### config.mk
export PLATFORM = sky130hd
export DESIGN_NAME = dtm_uart
export DESIGN_NICKNAME = d
export VERILOG_FILES = /design/src/rtl/uart_pkg.sv /design/src/rtl/dtm_uart_phy.sv /design/src/rtl/dtm_uart.sv
export SDC_FILE = /design/constraint.sdc
export NUM_CORES = 1
export LEC_CHECK = 0
export ABC_AREA = 0
export BUFFER_PORTS_ARGS = -buffer_cell sky130_fd_sc_hd__buf_2
export CORE_ASPECT_RATIO = 2
export CORE_MARGIN = 2
export CORE_UTILIZATION = 50
export CTS_CLUSTER_DIAMETER = 150
export DETAILED_ROUTE_END_ITERATION = 8
export HOLD_SLACK_MARGIN = 0.05
export PLACE_DENSITY = 0.72
export SYNTH_ARGS = -nofsm -noshare
export SYNTH_HDL_FRONTEND = slang
export SYNTH_SLANG_ARGS = --single-unit
export TNS_END_PERCENT = 10
### constraint.sdc
create_clock -name CLK_I -period 3.6 [get_ports CLK_I]
set_input_delay 0.18 -clock CLK_I [delete_from_list [all_inputs] [get_ports CLK_I]]
set_output_delay 0.18 -clock CLK_I [all_outputs]
set_load 0.1 [all_outputs]
### src/rtl/uart_pkg.sv
// Shared constants for the UART debug transport: escape byte, command/address
// codes, DTMCS field layout and DMI request/response shapes.
package uart_pkg;
    localparam logic [7:0] ESC_DEFAULT = 8'hB1;

    localparam logic [2:0] CMD_NOP   = 3'd0;
    localparam logic [2:0] CMD_READ  = 3'd1;
    localparam logic [2:0] CMD_WRITE = 3'd2;
    localparam logic [2:0] CMD_RESET = 3'd3;

    localparam logic [4:0] ADDR_IDCODE = 5'h01;
    localparam logic [4:0] ADDR_DTMCS  = 5'h10;
    localparam logic [4:0] ADDR_DMI    = 5'h11;

    localparam int DTMCS_DMIRESET_BIT     = 16;
    localparam int DTMCS_DMIHARDRESET_BIT = 17;

    localparam int DMI_ABITS  = 7;
    localparam int DMI_REQ_W  = DMI_ABITS + 32 + 2;
    localparam int DMI_RESP_W = 32 + 2;

    typedef struct packed {
        logic [DMI_ABITS-1:0] addr;
        logic [31:0]          data;
        logic [1:0]           op;
    } dmi_req_t;

    typedef struct packed {
        logic [31:0] data;
        logic [1:0]  resp;
    } dmi_resp_t;

    // {idle[14:12]=0, dmistat[11:10], abits[9:4], version[3:0]}
    function automatic logic [31:0] dtmcs_value(input logic [1:0] dmistat);
        return {17'd0, 3'd0, dmistat, 6'(DMI_ABITS), 4'd1};
    endfunction
endpackage

### src/rtl/dtm_uart_phy.sv
// 8N1 UART receiver/transmitter pair; the transmitter stays busy for one idle
// bit after each stop bit so the owner can release the line cleanly.
module dtm_uart_phy #(
    parameter int CLK_RATE  = 100_000_000,
    parameter int BAUD_RATE = 3_000_000
) (
    input  logic       clk,
    input  logic       rst_n,
    input  logic       rx_i,
    output logic       tx_o,
    output logic       rx_valid_o,
    output logic [7:0] rx_data_o,
    input  logic       tx_valid_i,
    input  logic [7:0] tx_data_i,
    output logic       tx_ready_o
);
    localparam int RATIO    = CLK_RATE / BAUD_RATE;
    localparam int BIT_CLKS = (RATIO < 4) ? 4 : RATIO;
    localparam int CW       = $clog2(BIT_CLKS);
    localparam logic [CW-1:0] CNT_BIT  = CW'(BIT_CLKS - 1);
    localparam logic [CW-1:0] CNT_HALF = CW'(BIT_CLKS / 2 - 1);

    logic [1:0]    rx_sync_q, rx_sync_d;
    logic          rx_busy_q, rx_busy_d;
    logic [CW-1:0] rx_cnt_q, rx_cnt_d;
    logic [3:0]    rx_idx_q, rx_idx_d;
    logic [7:0]    rx_shift_q, rx_shift_d;
    logic          rx_valid_q, rx_valid_d;
    logic          tx_busy_q, tx_busy_d;
    logic [CW-1:0] tx_cnt_q, tx_cnt_d;
    logic [3:0]    tx_idx_q, tx_idx_d;
    logic [10:0]   tx_shift_q, tx_shift_d;
    logic          rx_line;

    assign rx_line    = rx_sync_q[1];
    assign rx_valid_o = rx_valid_q;
    assign rx_data_o  = rx_shift_q;
    assign tx_o       = tx_shift_q[0];
    assign tx_ready_o = ~tx_busy_q;

    always_comb begin
        rx_sync_d  = {rx_sync_q[0], rx_i};
        rx_busy_d  = rx_busy_q;
        rx_cnt_d   = rx_cnt_q;
        rx_idx_d   = rx_idx_q;
        rx_shift_d = rx_shift_q;
        rx_valid_d = 1'b0;
        if (!rx_busy_q) begin
            if (!rx_line) begin
                rx_busy_d = 1'b1;
                rx_cnt_d  = CNT_HALF;
                rx_idx_d  = 4'd0;
            end
        end else if (rx_cnt_q != '0) begin
            rx_cnt_d = rx_cnt_q - CW'(1);
        end else begin
            rx_cnt_d = CNT_BIT;
            rx_idx_d = rx_idx_q + 4'd1;
            // Index 0 re-checks the start bit, 9 is the stop bit.
            if (rx_idx_q == 4'd0) begin
                if (rx_line) rx_busy_d = 1'b0;
            end else if (rx_idx_q == 4'd9) begin
                rx_busy_d  = 1'b0;
                rx_valid_d = rx_line;
            end else begin
                rx_shift_d = {rx_line, rx_shift_q[7:1]};
            end
        end
    end

    always_comb begin
        tx_busy_d  = tx_busy_q;
        tx_cnt_d   = tx_cnt_q;
        tx_idx_d   = tx_idx_q;
        tx_shift_d = tx_shift_q;
        if (!tx_busy_q) begin
            if (tx_valid_i) begin
                tx_busy_d  = 1'b1;
                tx_cnt_d   = CNT_BIT;
                tx_idx_d   = 4'd0;
                tx_shift_d = {2'b11, tx_data_i, 1'b0};
            end
        end else if (tx_cnt_q != '0) begin
            tx_cnt_d = tx_cnt_q - CW'(1);
        end else begin
            tx_cnt_d   = CNT_BIT;
            tx_shift_d = {1'b1, tx_shift_q[10:1]};
            tx_idx_d   = tx_idx_q + 4'd1;
            if (tx_idx_q == 4'd10) tx_busy_d = 1'b0;
        end
    end

    always_ff @(posedge clk or negedge rst_n) begin
        if (!rst_n) begin
            rx_sync_q  <= 2'b11;
            rx_busy_q  <= 1'b0;
            rx_cnt_q   <= '0;
            rx_idx_q   <= 4'd0;
            rx_shift_q <= 8'd0;
            rx_valid_q <= 1'b0;
            tx_busy_q  <= 1'b0;
            tx_cnt_q   <= '0;
            tx_idx_q   <= 4'd0;
            tx_shift_q <= '1;
        end else begin
            rx_sync_q  <= rx_sync_d;
            rx_busy_q  <= rx_busy_d;
            rx_cnt_q   <= rx_cnt_d;
            rx_idx_q   <= rx_idx_d;
            rx_shift_q <= rx_shift_d;
            rx_valid_q <= rx_valid_d;
            tx_busy_q  <= tx_busy_d;
            tx_cnt_q   <= tx_cnt_d;
            tx_idx_q   <= tx_idx_d;
            tx_shift_q <= tx_shift_d;
        end
    end
endmodule

### src/rtl/dtm_uart.sv
// UART debug transport: parses escaped host commands, drives the DMI request/
// response handshake and shares the host TX line with a secondary UART.
module dtm_uart
    import uart_pkg::*;
#(
    parameter logic [7:0]  ESC               = ESC_DEFAULT,
    parameter int          CLK_RATE          = 100_000_000,
    parameter int          BAUD_RATE         = 3_000_000,
    parameter logic [31:0] IDCODE            = 32'h0000_0001,
    parameter int          STB_CONTROL_WIDTH = 8,
    parameter int          STB_STATUS_WIDTH  = 8,
    parameter int          STB_DATA_WIDTH    = 32
) (
    input  logic                        CLK_I,
    input  logic                        RST_NI,
    input  logic                        RX0_I,
    output logic                        RX1_O,
    output logic                        TX0_O,
    input  logic                        TX1_I,
    input  logic                        DMI_REQ_READY_I,
    output logic                        DMI_REQ_VALID_O,
    output logic [DMI_REQ_W-1:0]        DMI_REQ_O,
    output logic                        DMI_RESP_READY_O,
    input  logic                        DMI_RESP_VALID_I,
    input  logic [DMI_RESP_W-1:0]       DMI_RESP_I,
    input  logic                        STB0_STATUS_VALID_I,
    input  logic [STB_STATUS_WIDTH-1:0] STB0_STATUS_I,
    input  logic                        STB0_CONTROL_READY_I,
    input  logic                        STB0_DATA_VALID_I,
    input  logic [STB_DATA_WIDTH-1:0]   STB0_DATA_I,
    input  logic                        STB0_DATA_READY_I,
    input  logic                        STB1_STATUS_VALID_I,
    input  logic [STB_STATUS_WIDTH-1:0] STB1_STATUS_I,
    input  logic                        STB1_CONTROL_READY_I,
    input  logic                        STB1_DATA_VALID_I,
    input  logic [STB_DATA_WIDTH-1:0]   STB1_DATA_I,
    input  logic                        STB1_DATA_READY_I
);
    localparam logic [1:0] ST_IDLE = 2'd0, ST_CMD = 2'd1, ST_PAYLOAD = 2'd2, ST_SEND = 2'd3;
    localparam int UNUSED_CTRL_W = STB_CONTROL_WIDTH;

    logic [1:0]            state_q, state_d;
    logic                  esc_seen_q, esc_seen_d;
    logic [4:0]            addr_q, addr_d;
    logic [2:0]            pay_cnt_q, pay_cnt_d, pay_len_q, pay_len_d;
    logic [47:0]           payload_q, payload_d;
    logic [39:0]           reply_q, reply_d;
    logic [2:0]            reply_len_q, reply_len_d, reply_idx_q, reply_idx_d;
    logic                  dup_q, dup_d, owner_q, owner_d;
    logic [DMI_REQ_W-1:0]  req_q, req_d;
    logic                  req_valid_q, req_valid_d, resp_ready_q, resp_ready_d;
    logic [DMI_RESP_W-1:0] resp_q, resp_d;
    logic [1:0]            dmistat_q, dmistat_d;

    logic       rx_valid, tx_ready, tx_valid, phy_tx;
    logic [7:0] rx_byte, tx_byte;
    logic       decode_now, data_now;
    logic       unused_stb;

    assign unused_stb = ^{STB0_STATUS_VALID_I, STB0_STATUS_I, STB0_CONTROL_READY_I, STB0_DATA_VALID_I,
                          STB0_DATA_I, STB0_DATA_READY_I, STB1_STATUS_VALID_I, STB1_STATUS_I,
                          STB1_CONTROL_READY_I, STB1_DATA_VALID_I, STB1_DATA_I, STB1_DATA_READY_I,
                          UNUSED_CTRL_W[0]};

    dtm_uart_phy #(.CLK_RATE(CLK_RATE), .BAUD_RATE(BAUD_RATE)) u_phy (
        .clk(CLK_I), .rst_n(RST_NI), .rx_i(RX0_I), .tx_o(phy_tx),
        .rx_valid_o(rx_valid), .rx_data_o(rx_byte),
        .tx_valid_i(tx_valid), .tx_data_i(tx_byte), .tx_ready_o(tx_ready)
    );

    assign RX1_O            = RX0_I;
    assign TX0_O            = owner_q ? phy_tx : TX1_I;
    assign DMI_REQ_O        = req_q;
    assign DMI_REQ_VALID_O  = req_valid_q;
    assign DMI_RESP_READY_O = resp_ready_q;

    assign tx_byte  = reply_q[{reply_idx_q, 3'b000} +: 8];
    assign tx_valid = (state_q == ST_SEND) && owner_q && (reply_idx_q != reply_len_q);
    // A non-ESC byte after ESC inside a payload aborts the write and is itself a command.
    assign decode_now = rx_valid && (rx_byte != ESC) &&
                        ((state_q == ST_CMD) || ((state_q == ST_PAYLOAD) && esc_seen_q));
    assign data_now   = rx_valid && (state_q == ST_PAYLOAD) &&
                        (esc_seen_q ? (rx_byte == ESC) : (rx_byte != ESC));

    always_comb begin
        state_d = state_q; esc_seen_d = esc_seen_q; addr_d = addr_q;
        pay_cnt_d = pay_cnt_q; pay_len_d = pay_len_q; payload_d = payload_q;
        reply_d = reply_q; reply_len_d = reply_len_q; reply_idx_d = reply_idx_q;
        dup_d = dup_q; owner_d = owner_q; req_d = req_q;
        req_valid_d = req_valid_q; resp_ready_d = resp_ready_q;
        resp_d = resp_q; dmistat_d = dmistat_q;

        if (req_valid_q && DMI_REQ_READY_I) begin
            req_valid_d  = 1'b0;
            resp_ready_d = 1'b1;
        end
        if (resp_ready_q && DMI_RESP_VALID_I) begin
            resp_d       = DMI_RESP_I;
            resp_ready_d = 1'b0;
        end

        if (rx_valid && (state_q == ST_IDLE) && (rx_byte == ESC)) state_d = ST_CMD;
        if (rx_valid && (state_q == ST_CMD) && (rx_byte == ESC)) state_d = ST_IDLE;
        if (rx_valid && (state_q == ST_PAYLOAD) && !esc_seen_q && (rx_byte == ESC)) esc_seen_d = 1'b1;

        if (decode_now) begin
            esc_seen_d = 1'b0;
            state_d    = ST_IDLE;
            case (rx_byte[7:5])
                CMD_READ: begin
                    reply_idx_d = 3'd0;
                    dup_d       = 1'b0;
                    reply_len_d = 3'd4;
                    state_d     = ST_SEND;
                    case (rx_byte[4:0])
                        ADDR_IDCODE: reply_d = {8'd0, IDCODE};
                        ADDR_DTMCS:  reply_d = {8'd0, dtmcs_value(dmistat_q)};
                        ADDR_DMI: begin
                            reply_d     = {6'd0, resp_q};
                            reply_len_d = 3'd5;
                        end
                        default:     state_d = ST_IDLE;
                    endcase
                end
                CMD_WRITE: begin
                    if ((rx_byte[4:0] == ADDR_IDCODE) || (rx_byte[4:0] == ADDR_DTMCS) ||
                        (rx_byte[4:0] == ADDR_DMI)) begin
                        addr_d    = rx_byte[4:0];
                        pay_cnt_d = 3'd0;
                        pay_len_d = (rx_byte[4:0] == ADDR_DMI) ? 3'd6 : 3'd4;
                        payload_d = 48'd0;
                        state_d   = ST_PAYLOAD;
                    end
                end
                CMD_RESET: begin
                    req_valid_d  = 1'b0;
                    resp_ready_d = 1'b0;
                    dmistat_d    = 2'd0;
                end
                default: ;
            endcase
        end

        if (data_now) begin
            esc_seen_d = 1'b0;
            payload_d[{pay_cnt_q, 3'b000} +: 8] = rx_byte;
            pay_cnt_d = pay_cnt_q + 3'd1;
            if (pay_cnt_q == pay_len_q - 3'd1) begin
                state_d = ST_IDLE;
                if (addr_q == ADDR_DTMCS) begin
                    if (payload_d[DTMCS_DMIRESET_BIT] || payload_d[DTMCS_DMIHARDRESET_BIT])
                        dmistat_d = 2'd0;
                    if (payload_d[DTMCS_DMIHARDRESET_BIT]) begin
                        req_valid_d  = 1'b0;
                        resp_ready_d = 1'b0;
                    end
                end else if (addr_q == ADDR_DMI) begin
                    if (req_valid_q || resp_ready_q) begin
                        dmistat_d = 2'd3;
                    end else begin
                        req_d       = payload_d[DMI_REQ_W-1:0];
                        req_valid_d = 1'b1;
                    end
                end
            end
        end

        // The line is claimed only while the secondary UART idles high.
        if (state_q == ST_SEND) begin
            if (!owner_q) begin
                if (TX1_I && tx_ready) owner_d = 1'b1;
            end else if (tx_valid && tx_ready) begin
                if ((tx_byte == ESC) && !dup_q) begin
                    dup_d = 1'b1;
                end else begin
                    dup_d       = 1'b0;
                    reply_idx_d = reply_idx_q + 3'd1;
                end
            end else if ((reply_idx_q == reply_len_q) && tx_ready) begin
                owner_d = 1'b0;
                state_d = ST_IDLE;
            end
        end
    end

    always_ff @(posedge CLK_I or negedge RST_NI) begin
        if (!RST_NI) begin
            state_q <= ST_IDLE; esc_seen_q <= 1'b0; addr_q <= 5'd0;
            pay_cnt_q <= 3'd0; pay_len_q <= 3'd0; payload_q <= 48'd0;
            reply_q <= 40'd0; reply_len_q <= 3'd0; reply_idx_q <= 3'd0;
            dup_q <= 1'b0; owner_q <= 1'b0; req_q <= '0;
            req_valid_q <= 1'b0; resp_ready_q <= 1'b0;
            resp_q <= '0; dmistat_q <= 2'd0;
        end else begin
            state_q <= state_d; esc_seen_q <= esc_seen_d; addr_q <= addr_d;
            pay_cnt_q <= pay_cnt_d; pay_len_q <= pay_len_d; payload_q <= payload_d;
            reply_q <= reply_d; reply_len_q <= reply_len_d; reply_idx_q <= reply_idx_d;
            dup_q <= dup_d; owner_q <= owner_d; req_q <= req_d;
            req_valid_q <= req_valid_d; resp_ready_q <= resp_ready_d;
            resp_q <= resp_d; dmistat_q <= dmistat_d;
        end
    end
endmodule

==> run_summary.xml <==
<?xml version="1.0" encoding="UTF-8"?>
<metrics>
  <group name="grt">
    <metric name="grt_start_max_net_pins" unit="">110</metric>
    <metric name="grt_overflow" unit="">0</metric>
    <metric name="grt_antenna_before_repair" unit="">0</metric>
    <metric name="grt_first_pass_wirelength" unit="µm">39830</metric>
    <metric name="grt_use_total" unit="">0.2333</metric>
    <metric name="first_global_vias" unit="">7927</metric>
  </group>
  <group name="timing">
    <metric name="skew" unit="ns">0.01106</metric>
    <metric name="fmaxAchievable" unit="MHz">360.9</metric>
    <metric name="timing.final.crit_share" unit="">0.7696</metric>
    <metric name="finalHoldViolations" unit="">0</metric>
    <metric name="tightestPinTransition" unit="ns">1.092</metric>
    <metric name="timing.max_slew.rel_slack" unit="">0.2721</metric>
    <metric name="final_period_minus_worst_setup_slack" unit="ns">2.771</metric>
    <metric name="finalSetupViolations" unit="">0</metric>
    <metric name="finalWorstSetupSlack" unit="ns">0.8294</metric>
    <metric name="setup_repair_after_global_routing_missed_its_margin" unit="">no</metric>
    <metric name="fin_setup_tns" unit="ns">0</metric>
    <metric name="final_max_slew_viol_count" unit="">0</metric>
  </group>
  <group name="worst_setup_path">
    <metric name="worst_ep_required_time" unit="ns">3.96</metric>
    <metric name="critical-path-max-stage-delay" unit="ns">0.54</metric>
    <metric name="setup.worst_path.end_class" unit="">flop</metric>
    <metric name="critical-path-slowest-cell" unit="">sky130_fd_sc_hd__or3_1</metric>
    <metric name="critical_path_class" unit="">reg2reg</metric>
    <metric name="cp_data_arrival_time" unit="ns">3.13</metric>
    <metric name="critical_path.startpoint_type" unit="">flop</metric>
    <metric name="cp_cell_sequence" unit="">inv_1 -&gt; ha_1 -&gt; ha_1 -&gt; nand2b_1 -&gt; or3_1 -&gt; nand2_1 -&gt; a2bb2oi_1 -&gt; mux2i_1</metric>
    <metric name="critPathMaxFanout" unit="">10</metric>
    <metric name="critical-path-top-cell-by-count" unit="">sky130_fd_sc_hd__ha_1</metric>
  </group>
  <group name="layout">
    <metric name="layout.nets" unit="">1201</metric>
    <metric name="mostFrequentLayoutCell" unit="">sky130_fd_sc_hd__dfrtp_1</metric>
    <metric name="antenna_cells" unit="">0</metric>
    <metric name="area_occupied_by_multi_input_gates" unit="µm²">4223</metric>
    <metric name="number_of_filler_cells_placed_in_the_layout" unit="">1648</metric>
    <metric name="final-seq-area" unit="µm²">5419</metric>
    <metric name="layout_cell_share_with_drive_strength_beyond_1" unit="">0.2356</metric>
    <metric name="final_core_util" unit="">0.5999</metric>
    <metric name="mostFrequentLayoutCells" unit="">205 x sky130_fd_sc_hd__dfrtp_1, 138 x sky130_fd_sc_hd__nand2_1, 83 x sky130_fd_sc_hd__buf_2</metric>
    <metric name="area_growth" unit="%">18.51</metric>
  </group>
  <group name="place">
    <metric name="finalWeightedCongestion" unit="">0.8986</metric>
    <metric name="place_ws" unit="ns">0.8137</metric>
    <metric name="dp.final_hpwl" unit="µm">16540</metric>
    <metric name="numPortBuffers" unit="">84</metric>
  </group>
  <group name="power">
    <metric name="leakage" unit="nW">5.678</metric>
    <metric name="power.density_cell_area" unit="nW/µm²">450.5</metric>
    <metric name="power.switching" unit="W">0.001209</metric>
    <metric name="power.internal" unit="W">0.004147</metric>
    <metric name="ir_worst_vdd" unit="V">0.0003546</metric>
    <metric name="share_comb_of_total_power" unit="">0.068</metric>
    <metric name="clockPowerShare" unit="">0.450</metric>
    <metric name="switching_share" unit="">0.2257</metric>
    <metric name="p_seq_frac" unit="">0.482</metric>
  </group>
  <group name="routing">
    <metric name="drt_iter0_drc" unit="">307</metric>
    <metric name="vias" unit="">7465</metric>
    <metric name="avgRoutedWirePerCell" unit="µm">18.03</metric>
    <metric name="route.detailed.vias_per_inst" unit="">5.588</metric>
    <metric name="drtPass1Iterations" unit="">4</metric>
    <metric name="routed_wirelength" unit="µm">24090</metric>
    <metric name="number_of_nets_with_antenna_violations_after_routing" unit="">0</metric>
    <metric name="drt_drc_violations_left" unit="">0</metric>
  </group>
  <group name="clock_network">
    <metric name="clkSinkCount" unit="">216</metric>
    <metric name="clockBufferDepth" unit="">3</metric>
    <metric name="ctsRootBufferMaster" unit="">sky130_fd_sc_hd__clkbuf_16</metric>
    <metric name="clk_pin_slew" unit="ns">0.07</metric>
    <metric name="cts-buffers-inserted" unit="">20</metric>
    <metric name="h-tree-depth" unit="">1</metric>
    <metric name="cts_tree" unit="">built</metric>
    <metric name="worst_skew_pair.late_latency" unit="ns">0.50</metric>
    <metric name="cts_post_setup_buffers_inserted" unit="">0</metric>
  </group>
  <group name="logic_synthesis">
    <metric name="synthArstFlopShare" unit="">1.000</metric>
    <metric name="post_synth_num_cell_types" unit="">62</metric>
    <metric name="number_of_enable_flip_flop_cells_after_synthesis" unit="">0</metric>
    <metric name="synth.area.top_cells" unit="">sky130_fd_sc_hd__dfrtp_1 51%, sky130_fd_sc_hd__mux2_2 8.9%, sky130_fd_sc_hd__nand2_1 5.2%, sky130_fd_sc_hd__o21ai_0 4.0%, sky130_fd_sc_hd__dfstp_2 2.9%</metric>
    <metric name="ys_warn_count" unit="">0</metric>
    <metric name="ys_ff_latch" unit="">216</metric>
    <metric name="synthDominantCellAreaShare" unit="">0.5113</metric>
    <metric name="synth_top_area_cell" unit="">sky130_fd_sc_hd__dfrtp_1</metric>
    <metric name="synth_top_flop_cell" unit="">sky130_fd_sc_hd__dfrtp_1</metric>
    <metric name="proportion_of_synthesized_chip_area_in_sequential_cells" unit="">0.5401</metric>
    <metric name="netlist_instances" unit="">955</metric>
    <metric name="cell_area_after_synthesis" unit="µm²">10030</metric>
    <metric name="postSynthAreaPerCell" unit="µm²">10.51</metric>
    <metric name="synth.net_count" unit="">1096</metric>
  </group>
  <group name="status">
    <metric name="outcome" unit="">complete, no violations</metric>
  </group>
  <group name="floorplan">
    <metric name="die_width" unit="µm">104.2</metric>
    <metric name="start_util" unit="">0.5062</metric>
    <metric name="core_region_area" unit="µm²">19820</metric>
    <metric name="floorplan.io_pins" unit="">173</metric>
    <metric name="num_rows" unit="">73</metric>
    <metric name="die_y" unit="µm">204.3</metric>
    <metric name="die_area" unit="µm²">21280</metric>
  </group>
  <group name="min_path">
    <metric name="min-delay-path-class" unit="">in2reg</metric>
  </group>
  <group name="run">
    <metric name="drv.max_cap_violation_count" unit="">0</metric>
  </group>
</metrics>
-- critical path: cells and delay by family, from the launching register on --
kind / cells / cell delay [ns]
AND/OR/NAND/NOR: 3 / 0.86
flip-flops: 1 / 0.51
adder cells (fa/ha/maj): 2 / 0.55
AO/OA/AOI/OAI: 1 / 0.44
multiplexers: 1 / 0.15
buffers and inverters: 1 / 0.14
-- stage by stage --
stage | area, µm² | power, W | hold slack [ns] | std cells
2_1_floorplan | 10030 | 0.002814 | -0.1156 | 955
3_3_place_gp | 10750 | 0.002941 | 0.2937 | 1262
3_5_place_dp | 10750 | 0.002960 | 0.2961 | 1262
4_1_cts | 11890 | 0.005398 | 0.06163 | 1336
5_1_grt | 11890 | 0.005563 | 0.06658 | 1336
6_report | 11890 | 0.005356 | 0.05885 | 1336
-- final cells by class --
class | count | area share
well taps | 262 | 0.02757
repair buffers | 148 | 0.08660
flip-flops and latches | 216 | 0.4557
inverters | 36 | 0.01136
multi-input cells | 638 | 0.3551
clock inverters | 10 | 0.01526
clock buffers | 26 | 0.04830
-- state kept, by name, indices dropped and copies added (netlist names), 2 cells and up --
name and cells:
DMI_REQ_O 41, addr_q 5, dmistat_q 2, pay_cnt_q 3, pay_len_q 2, payload_q 41
reply_idx_q 3, reply_len_q 2, reply_q 34, resp_q 34, state_q 2, u_phy.rx_cnt_q 6
u_phy.rx_data_o 8, u_phy.rx_idx_q 4, u_phy.rx_sync_q 2, u_phy.tx_cnt_q 6, u_phy.tx_idx_q 4, u_phy.tx_shift_q 9
-- synth_stat cells (all sizes together), types with 11 or more instances --
cell type,n
a21oi,30
and3,22
buf,13
clkbuf,52
dfrtp,205
dfstp,11
ha,13
inv,36
mux2,82
mux2i,15
nand2,138
nand2b,12
nand3,49
nor2,36
nor3,14
o211ai,13
o21ai,80
o31ai,29
-- metal layers --
layer,part of all wire,GRT usage
met1,0.36,0.2466
met5,0,0
met4,0.046,0.1062
met3,0.032,0.02360
met2,0.56,0.4579
-- power by group through the flow --
| stage | registers, W | clock network [W] | logic, W |
|---|---|---|---|
| 4_1_cts | 0.00258 | 0.00245 | 0.000372 |
| 3_5_place_dp | 0.00262 | 0 | 0.000336 |
| 6_report | 0.00258 | 0.00241 | 0.000365 |
| 2_1_floorplan | 0.00258 | 0 | 0.000230 |
| 5_1_grt | 0.00259 | 0.00255 | 0.000421 |
| 3_3_place_gp | 0.00262 | 0 | 0.000320 |
-- kinds of logic (layout without fill, tap and decap cells) --
kind of cell	after synthesis	in the layout	share of synthesized area
xor+xnor	8	8	0.006984
fa+ha+maj	13	13	0.01621
compound gates	200	200	0.1253
simple gates	314	314	0.1506
buf+inv	101	220	0.04028
mux	103	103	0.1205
flops	216	216	0.5401
-- final timing paths --
| check | endpoint | start | slack, ns | depth (start not counted) |
|---|---|---|---|---|
| worst max-delay path | DMI_REQ_O[17] | pay_cnt_q[0] | 0.83 | 8 |
| worst min-delay path | DMI_RESP_READY_O | DMI_REQ_READY_I | 0.06 | 4 |
| worst max register to register | DMI_REQ_O[17] | pay_cnt_q[0] | 0.83 | 8 |
| worst min register to register | u_phy.rx_sync_q[1] | u_phy.rx_sync_q[0] | 0.37 | 0 |
| max in group asynchronous | pay_cnt_q[0] | RST_NI | 2.37 | 3 |
| min in group asynchronous | resp_q[15] | RST_NI | 0.34 | 2 |
-- what timing repair did --
item                                    4_1_cts  5_1_grt
hold buffers                                 38        0
gates resized for setup                       0        0
endpoints found under the hold margin       133        0
endpoints found under the setup margin        0        0
Power figures use the tool's default switching activity.
